===== src/rtl/mem_arbiter_if.sv =====
// Request/response bundle between the IF and data requesters, the arbiter
// and a single-port word RAM.
interface mem_arbiter_if #(
  parameter int RAM_AW = 12
);
  logic              if_req_valid;
  logic              if_req_ready;
  logic [31:0]       if_req_addr;
  logic              if_rsp_valid;
  logic [31:0]       if_rsp_data;
  logic              d_req_valid;
  logic              d_req_ready;
  logic [31:0]       d_req_addr;
  logic              d_req_we;
  logic [3:0]        d_req_wstrb;
  logic [31:0]       d_req_wdata;
  logic              d_rsp_valid;
  logic [31:0]       d_rsp_data;
  logic              ram_en;
  logic [3:0]        ram_we;
  logic [RAM_AW-1:0] ram_addr;
  logic [31:0]       ram_wdata;
  logic [31:0]       ram_rdata;

  modport slave (
    input  if_req_valid, if_req_addr,
    input  d_req_valid, d_req_addr, d_req_we,
    input  d_req_wstrb, d_req_wdata,
    input  ram_rdata,
    output if_req_ready, if_rsp_valid, if_rsp_data,
    output d_req_ready, d_rsp_valid, d_rsp_data,
    output ram_en, ram_we, ram_addr, ram_wdata
  );

  modport master (
    output if_req_valid, if_req_addr,
    output d_req_valid, d_req_addr, d_req_we,
    output d_req_wstrb, d_req_wdata,
    output ram_rdata,
    input  if_req_ready, if_rsp_valid, if_rsp_data,
    input  d_req_ready, d_rsp_valid, d_rsp_data,
    input  ram_en, ram_we, ram_addr, ram_wdata
  );
endinterface


===== src/rtl/mem_arbiter.sv =====
// Two-requester single-port RAM arbiter, one access per cycle.
// Define ARB_ROUND_ROBIN_EN for alternating ties; default is data priority.
module mem_arbiter #(
  parameter int RAM_AW     = 12,
  parameter int STARVE_MAX = 4
) (
  input logic           clk,
  input logic           rst,
  mem_arbiter_if.slave  bus
);

  typedef enum logic [1:0] {
    OWN_NONE,
    OWN_IF,
    OWN_DLD,
    OWN_DST
  } owner_e;

  owner_e owner_q, owner_d;

  logic if_v;
  logic d_v;
  logic if_win;
  logic gnt_if;
  logic gnt_d;

  assign if_v = bus.if_req_valid & ~rst;
  assign d_v  = bus.d_req_valid & ~rst;

`ifdef ARB_ROUND_ROBIN_EN
  // 1 when IF held the port most recently; reset leaves IF favoured
  logic last_if_q, last_if_d;

  assign if_win = ~last_if_q;

  always_comb begin
    last_if_d = last_if_q;
    if (gnt_if) begin
      last_if_d = 1'b1;
    end else if (gnt_d) begin
      last_if_d = 1'b0;
    end
  end

  always_ff @(posedge clk) begin
    if (rst) begin
      last_if_q <= 1'b0;
    end else begin
      last_if_q <= last_if_d;
    end
  end
`else
  localparam logic [2:0] STARVE_LIM = 3'(STARVE_MAX);

  logic [2:0] starve_q, starve_d;

  assign if_win = (starve_q >= STARVE_LIM);

  always_comb begin
    starve_d = 3'd0;
    if (if_v && !gnt_if) begin
      starve_d = (starve_q == 3'd7) ? starve_q : starve_q + 3'd1;
    end
  end

  always_ff @(posedge clk) begin
    if (rst) begin
      starve_q <= 3'd0;
    end else begin
      starve_q <= starve_d;
    end
  end
`endif

  assign gnt_if = if_v & (~d_v | if_win);
  assign gnt_d  = d_v & ~gnt_if;

  assign bus.if_req_ready = gnt_if;
  assign bus.d_req_ready  = gnt_d;

  always_comb begin
    bus.ram_en    = 1'b0;
    bus.ram_we    = 4'b0000;
    bus.ram_addr  = '0;
    bus.ram_wdata = '0;
    owner_d       = OWN_NONE;
    if (gnt_if) begin
      bus.ram_en   = 1'b1;
      bus.ram_addr = bus.if_req_addr[RAM_AW+1:2];
      owner_d      = OWN_IF;
    end else if (gnt_d) begin
      bus.ram_en   = 1'b1;
      bus.ram_addr = bus.d_req_addr[RAM_AW+1:2];
      if (bus.d_req_we) begin
        bus.ram_we    = bus.d_req_wstrb;
        bus.ram_wdata = bus.d_req_wdata;
        owner_d       = OWN_DST;
      end else begin
        owner_d = OWN_DLD;
      end
    end
  end

  always_ff @(posedge clk) begin
    if (rst) begin
      owner_q <= OWN_NONE;
    end else begin
      owner_q <= owner_d;
    end
  end

  // rst also masks a response whose access was accepted just before it
  logic if_rsp;
  logic d_ld_rsp;
  logic d_st_rsp;

  assign if_rsp   = ~rst & (owner_q == OWN_IF);
  assign d_ld_rsp = ~rst & (owner_q == OWN_DLD);
  assign d_st_rsp = ~rst & (owner_q == OWN_DST);

  assign bus.if_rsp_valid = if_rsp;
  assign bus.if_rsp_data  = if_rsp ? bus.ram_rdata : 32'd0;
  assign bus.d_rsp_valid  = d_ld_rsp | d_st_rsp;
  assign bus.d_rsp_data   = d_ld_rsp ? bus.ram_rdata : 32'd0;

  logic unused_addr;
  assign unused_addr = ^{bus.if_req_addr[31:RAM_AW+2],
                         bus.if_req_addr[1:0],
                         bus.d_req_addr[31:RAM_AW+2],
                         bus.d_req_addr[1:0]};

endmodule


===== src/flat_wrapper.sv =====
// flat-port wrapper written by rule: the top's interface ports become plain ports
module mem_arbiter_flat 
#(
  parameter int RAM_AW     = 12,
  parameter int STARVE_MAX = 4
)
  (clk, rst, bus_if_req_valid, bus_if_req_addr, bus_d_req_valid, bus_d_req_addr, bus_d_req_we, bus_d_req_wstrb, bus_d_req_wdata, bus_ram_rdata, bus_if_req_ready, bus_if_rsp_valid, bus_if_rsp_data, bus_d_req_ready, bus_d_rsp_valid, bus_d_rsp_data, bus_ram_en, bus_ram_we, bus_ram_addr, bus_ram_wdata);
  mem_arbiter_if #(.RAM_AW(RAM_AW)) bus_i ();
  input logic clk;
  input logic rst;
  input wire logic [$bits(bus_i.if_req_valid)-1:0] bus_if_req_valid;
  input wire logic [$bits(bus_i.if_req_addr)-1:0] bus_if_req_addr;
  input wire logic [$bits(bus_i.d_req_valid)-1:0] bus_d_req_valid;
  input wire logic [$bits(bus_i.d_req_addr)-1:0] bus_d_req_addr;
  input wire logic [$bits(bus_i.d_req_we)-1:0] bus_d_req_we;
  input wire logic [$bits(bus_i.d_req_wstrb)-1:0] bus_d_req_wstrb;
  input wire logic [$bits(bus_i.d_req_wdata)-1:0] bus_d_req_wdata;
  input wire logic [$bits(bus_i.ram_rdata)-1:0] bus_ram_rdata;
  output wire logic [$bits(bus_i.if_req_ready)-1:0] bus_if_req_ready;
  output wire logic [$bits(bus_i.if_rsp_valid)-1:0] bus_if_rsp_valid;
  output wire logic [$bits(bus_i.if_rsp_data)-1:0] bus_if_rsp_data;
  output wire logic [$bits(bus_i.d_req_ready)-1:0] bus_d_req_ready;
  output wire logic [$bits(bus_i.d_rsp_valid)-1:0] bus_d_rsp_valid;
  output wire logic [$bits(bus_i.d_rsp_data)-1:0] bus_d_rsp_data;
  output wire logic [$bits(bus_i.ram_en)-1:0] bus_ram_en;
  output wire logic [$bits(bus_i.ram_we)-1:0] bus_ram_we;
  output wire logic [$bits(bus_i.ram_addr)-1:0] bus_ram_addr;
  output wire logic [$bits(bus_i.ram_wdata)-1:0] bus_ram_wdata;
  assign bus_i.if_req_valid = bus_if_req_valid;
  assign bus_i.if_req_addr = bus_if_req_addr;
  assign bus_i.d_req_valid = bus_d_req_valid;
  assign bus_i.d_req_addr = bus_d_req_addr;
  assign bus_i.d_req_we = bus_d_req_we;
  assign bus_i.d_req_wstrb = bus_d_req_wstrb;
  assign bus_i.d_req_wdata = bus_d_req_wdata;
  assign bus_i.ram_rdata = bus_ram_rdata;
  assign bus_if_req_ready = bus_i.if_req_ready;
  assign bus_if_rsp_valid = bus_i.if_rsp_valid;
  assign bus_if_rsp_data = bus_i.if_rsp_data;
  assign bus_d_req_ready = bus_i.d_req_ready;
  assign bus_d_rsp_valid = bus_i.d_rsp_valid;
  assign bus_d_rsp_data = bus_i.d_rsp_data;
  assign bus_ram_en = bus_i.ram_en;
  assign bus_ram_we = bus_i.ram_we;
  assign bus_ram_addr = bus_i.ram_addr;
  assign bus_ram_wdata = bus_i.ram_wdata;
  mem_arbiter #(.RAM_AW(RAM_AW), .STARVE_MAX(STARVE_MAX)) u_core (.clk(clk), .rst(rst), .bus(bus_i));
endmodule

===== config.mk =====
export PLATFORM = sky130hd
export DESIGN_NAME = mem_arbiter_flat
export DESIGN_NICKNAME = d
export VERILOG_FILES = /design/src/rtl/mem_arbiter_if.sv /design/src/rtl/mem_arbiter.sv /design/src/flat_wrapper.sv
export SDC_FILE = /design/constraint.sdc
export NUM_CORES = 1
export LEC_CHECK = 0
export ABC_AREA = 1
export BUFFER_PORTS_ARGS = -buffer_cell sky130_fd_sc_hd__buf_4
export CAP_MARGIN = 25
export CORE_AREA = 5 5 97 99
export CTS_CLUSTER_DIAMETER = 150
export DETAILED_ROUTE_END_ITERATION = 12
export DIE_AREA = 0 0 102 104
export GPL_ROUTABILITY_DRIVEN = 0
export PLACE_DENSITY = 0.52
export RECOVER_POWER = 50
export SETUP_SLACK_MARGIN = 0.5
export SYNTH_ARGS = -nofsm -noshare
export SYNTH_HDL_FRONTEND = slang
export SYNTH_SLANG_ARGS = --single-unit

===== constraint.sdc =====
create_clock -name clk -period 1.1 [get_ports clk]
set_input_delay 0.165 -clock clk [delete_from_list [all_inputs] [get_ports clk]]
set_output_delay 0.165 -clock clk [all_outputs]
set_load 0.02 [all_outputs]

# --- Yosys cells after proc, flatten, opt, wreduce, memory -nomap -nowiden ---
# Cells that the tools add are included.
op_classes:
  n_addsub: 1
  mul: 0
  div_mod_pow: 0
  magnitude_cmp: 1
  eq_ne: 4
  shift: 0
  mux: 15
  bitwise: 14
  n_reduce_logical: 4
op_table:
  columns: ["op", "n"]
  rows:
  - ["two-way mux 32 bit", 5]
  - ["two-way mux 12 bit", 2]
  - ["two-way mux 4 bit", 3]
  - ["AND 1 bit", 7]
  - ["two-way mux 1 bit", 5]
  - ["NOT 1 bit", 5]
  - ["== test 2 bit (second input constant)", 2]
  - ["adder 3 x 1 -> 3 bit (second input constant)", 1]
  - ["== test 3 bit (second input constant)", 1]
  - [">= comparator 3 bit (second input constant)", 1]
  - ["OR reduction 3 bit", 1]
  - ["== test 2 x 1 -> 1 bit (second input constant)", 1]
  - ["bitwise OR 1 bit", 2]
  - ["OR reduction 2 bit", 1]
  - ["logical AND 1 bit", 1]
  - ["zero test 1 bit", 1]
totals:
  reg_bits: 5
  latchBits: 0
  ramBits: 0
  romBits: 0
  elab_cells: 42
  n_memories: 0

# --- Logic depth before layout (Yosys ltp) ---
logic_depth:
  depth_word: 9
  depth_mapped: 7

# --- Worst setup path before layout ---
# No wires, ideal clock.
synth_path:
  path_type: "register to output"
  from: "register u_core.owner_q[1]"
  to: "output port bus_d_rsp_data[10]"
  arrival_ns: 1.300
  required_ns: 0.935
  path_slack_ns: -0.365
  path_stages_with_launch: 6
  path_buffers: 1
  path_cell_list: "dfxtp_1 -> inv_1 -> nor2_1 -> nand2_1 -> buf_2 -> nor2_1"
synth_via:
  elab_chain_cells: 3
synth_lines:
  columns: ["element", "line", "rtl"]
  rows:
  - ["from (decl)", "mem_arbiter.sv:19", "owner_e owner_q, owner_d;"]
  - ["from (signal assigned)", "mem_arbiter.sv:108", "owner_q <= owner_d;"]
  - ["== test 2 bit", "mem_arbiter.sv:118", "assign d_ld_rsp = ~rst & (owner_q == OWN_DLD);"]
  - ["AND 1 bit", "mem_arbiter.sv:118", null]
  - ["two-way mux 32 bit", "mem_arbiter.sv:124", "assign bus.d_rsp_data = d_ld_rsp ? bus.ram_rdata : 32'd0;"]
  - ["to (decl)", "flat_wrapper.sv:24", "output wire logic [$bits(bus_i.d_rsp_data)-1:0] bus_d_rsp_data;"]
# Every way passes these cells.

# --- Worst setup path after layout ---
layout_path:
  from: "register u_core.starve_q[2]"
  to: "output port bus_ram_wdata[29]"
layout_via:
  elab_chain_cells: 7
layout_lines:
  columns: ["element", "line", "rtl"]
  rows:
  - ["from (decl)", "mem_arbiter.sv:55", "logic [2:0] starve_q, starve_d;"]
  - ["from (signal assigned)", "mem_arbiter.sv:70", "starve_q <= starve_d;"]
  - [">= comparator 3 bit (*)", "mem_arbiter.sv:57", "assign if_win = (starve_q >= STARVE_LIM);"]
  - ["bitwise OR 1 bit (*)", "mem_arbiter.sv:75", "assign gnt_if = if_v & (~d_v | if_win);"]
  - ["AND 1 bit (*)", "mem_arbiter.sv:75", null]
  - ["NOT 1 bit", "mem_arbiter.sv:76", "assign gnt_d = d_v & ~gnt_if;"]
  - ["AND 1 bit", "mem_arbiter.sv:76", null]
  - ["two-way mux 32 bit", "mem_arbiter.sv:91", "end else if (gnt_d) begin"]
  - ["two-way mux 32 bit (*)", "mem_arbiter.sv:87", "if (gnt_if) begin"]
  - ["to (decl)", "flat_wrapper.sv:28", "output wire logic [$bits(bus_i.ram_wdata)-1:0] bus_ram_wdata;"]
# Every way passes the cells marked *; elsewhere a longest branch is shown, timed or not.

==> results.md <==
- Clock skew: approximately 0.0019 ns
- Initial Utilization: 0.1394
- Die width: just over 100 µm
- GR Layer Usage met1: 0.1400
- Hold buffer count at cts: 0
- Area of the multi-input gates: 0.001520 mm²
- PortBufs: between 200 and 250
- Final period util: 1.299
- RSZ-0062 raised after global routing: yes
- Slew HR: 0.8600
- Vias per cell: 3.993
- CP max-delay cell: dfxtp_2
- Critical path type: flip-flop to primary output
- CP delay by family, top: buffers and inverters
- Syn nets: ~400
- Vias in the first global route: roughly 2,400
- Worst path bufs/invs: 3
- Share of layout cells above drive strength 1: 0.7526
- Fmax: 699.6 MHz
- Fin. Hold Viols: 0
- Placed inst area: approximately 0.0037 mm²
- Post-synthesis sequential area ratio: 0.08484
- Peak VDD IR: about 390 µV
- N_diodes: 0
- CTS tree: built
- Die area: roughly 0.011 mm²
- Worst path max stage delay: 0.31 ns
- Clk slew on worst S/H paths: roughly 0.03 ns
- Syn avg cell area: 4.538 µm²
- WP data arrival: between 1 and 1.5 ns
- NumNets Final: around 630
- Fill cells: 804
- CTS Root Cell: clkbuf_8
- # H-tree levels: 1
- Mapped Cells: 260
- Remaining global-route overflow: 0
- Synth-to-layout area growth: 256.9%
- Worst Max-Slew Pin Slew: about 0.21 ns
- Status: complete, but fails checks
- Maximum buffer depth of the clock tree: 2
- Min Clock Period, post-route: around 1.4 ns
- Total Routing Usage GR: 0.1341
- Core Box Area: around 0.0085 mm²
- Met3 GRT Util: 0.05433
- Startpoint types: flip-flop
- Pwr/cell area: between 400 and 500 mW/mm²
- CP required: between 0.9 and 1 ns
- Initial antenna violation count: 0
- Max_cap viols: 0
- Initial DRC Count: 56
- Antenna-violating nets left: 0
- Worst skew pair latency: ~0.22 ns
- Synth cell types: 18
- Final wirelength: 7839 µm
- Failing checks: negative setup slack
- Critical Path Fanout Max: 8
- Clock sink total: 5
- Setup crit end kind: primary output
- DR vias: ~2,400
- First drt pass iteration count: 4
- Crit-path cells: inv_2 -> nand3_4 -> nand2_4 -> nand2_8 -> buf_16 -> nor2_4 -> buf_6
- Routing usage on met2: 0.2498
- Design area: roughly 0.0042 mm²
- Sequential cell area: 105.1 µm²
- Final Setup Violations: ~120
- Std-Cell Rows: 34
- Routed len/inst: 13.13 µm
- Tightest Hold Check Type: primary input to flip-flop
- Final core utilization: 0.4975
- # DRC: 0
- Largest net degree at the start of global routing: 22
- Mapped Area: 0.001180 mm²
- Fin. max-slew vios: 0
- Num ports: between 200 and 300
- Vert. Die Dim: roughly 100 µm
- Num CTS Buffers: 3
- Pleak: about 2.1 nW
- Setup ws final: -0.3294 ns
- GRT Max-Usage Layer: met2
- Seq cells post-synth: 5
- Synth warn: 0
- Post-DP HPWL: roughly 6700 µm
- First-pass GRT wire length: 11,690 µm
==> power by group <==
group	internal (mW)	switching (mW)	total [mW]
registers	0.190	0.00444	0.195
clock network	0.248	0.0839	0.332
logic	0.647	0.699	1.35
total	1.09	0.787	1.87
==> cell usage after synthesis (all sizes together) <==
cell type	instances	area, µm²
inv	44	165.2
nand2	57	224.0
clkbuf	1	3.750
nand3	27	147.6
ha	2	25.02
dfxtp	5	100.1
buf	17	101.4
a21oi	2	10.01
o21ai	1	5.000
xor2	1	8.760
nor2	103	389.1
==> worst min-delay path, cell delays in order <==
cell and delay, ns:
buf_4 0.12, nand3_2 0.10, a21oi_2 0.04
==> routing by layer <==
layer	wire length, µm	up-vias
met5	0	-
met3	1221	2
met2	4014	150
met1	2594	1018
met4	9	0
li1	-	1214
==> final timing paths <==
path                 startpoint                  to  slack (ns)  depth (start not counted)
max          u_core.starve_q[2]   bus_ram_wdata[29]       -0.33                          7
min reg2reg  u_core.starve_q[1]  u_core.starve_q[1]        0.50                          2
max reg2reg  u_core.starve_q[1]  u_core.starve_q[0]        0.01                          4
min            bus_if_req_valid  u_core.starve_q[2]        0.24                          3
==> cells by family after synthesis <==
logic type               synth area share
AO/OA/AOI/OAI                     0.01272
flip-flops                        0.08484
XOR/XNOR                         0.007424
adder cells (fa/ha/maj)           0.02121
AND/OR/NAND/NOR                    0.6448
buffers and inverters              0.2291
==> cells in the final DEF, fill, tap and decap left out, types with 2 or more instances in the layout <==
cell / instances
buf_4: 166
nor2_4: 79
buf_6: 65
nand2_1: 39
inv_1: 38
nand3_1: 24
nor2_1: 15
nand2_2: 15
nor2_2: 9
buf_12: 8
inv_2: 4
dfxtp_2: 4
clkbuf_8: 3
nand3_2: 2
nand2_8: 2
a21oi_2: 2
buf_16: 2
==> metrics by stage <==
| step | TNS (ns) | instances | setup slack (ns) | power, mW | hold WS, ns |
|---|---|---|---|---|---|
| floorplan | -5.273 | 260 | -0.1079 | 0.8460 | 0.3441 |
| global placement | -9.748 | 585 | -0.1808 | 1.416 | 0.4472 |
| detailed placement | -10.22 | 585 | -0.1879 | 1.423 | 0.4562 |
| CTS | -32.80 | 595 | -0.3307 | 1.863 | 0.2833 |
| global route | -40.98 | 597 | -0.4082 | 1.994 | 0.2509 |
| finish | -32.90 | 597 | -0.3294 | 1.873 | 0.2434 |
==> registers in the layout, summed over array words and instances, names as in the netlist <==
signal	cells
u_core.starve_q	3
u_core.owner_q	2
==> final cells by class <==
class | instances | area share
clock buffer | 4 | 0.01070
inverter | 44 | 0.04100
multi-input combinational | 193 | 0.3610
sequential | 5 | 0.02496
tap | 108 | 0.03209
timing repair buffer | 243 | 0.5303
==> repair_timing <==
| item | CTS | global route |
|---|---|---|
| setup buffers | 4 | 1 |
| gates cloned | 2 | 1 |
| pin swaps | 5 | 9 |
| setup endpoints to repair | 122 | 122 |
| gates resized for setup | 82 | 22 |
No activity file was read; power rests on OpenSTA's default activity.
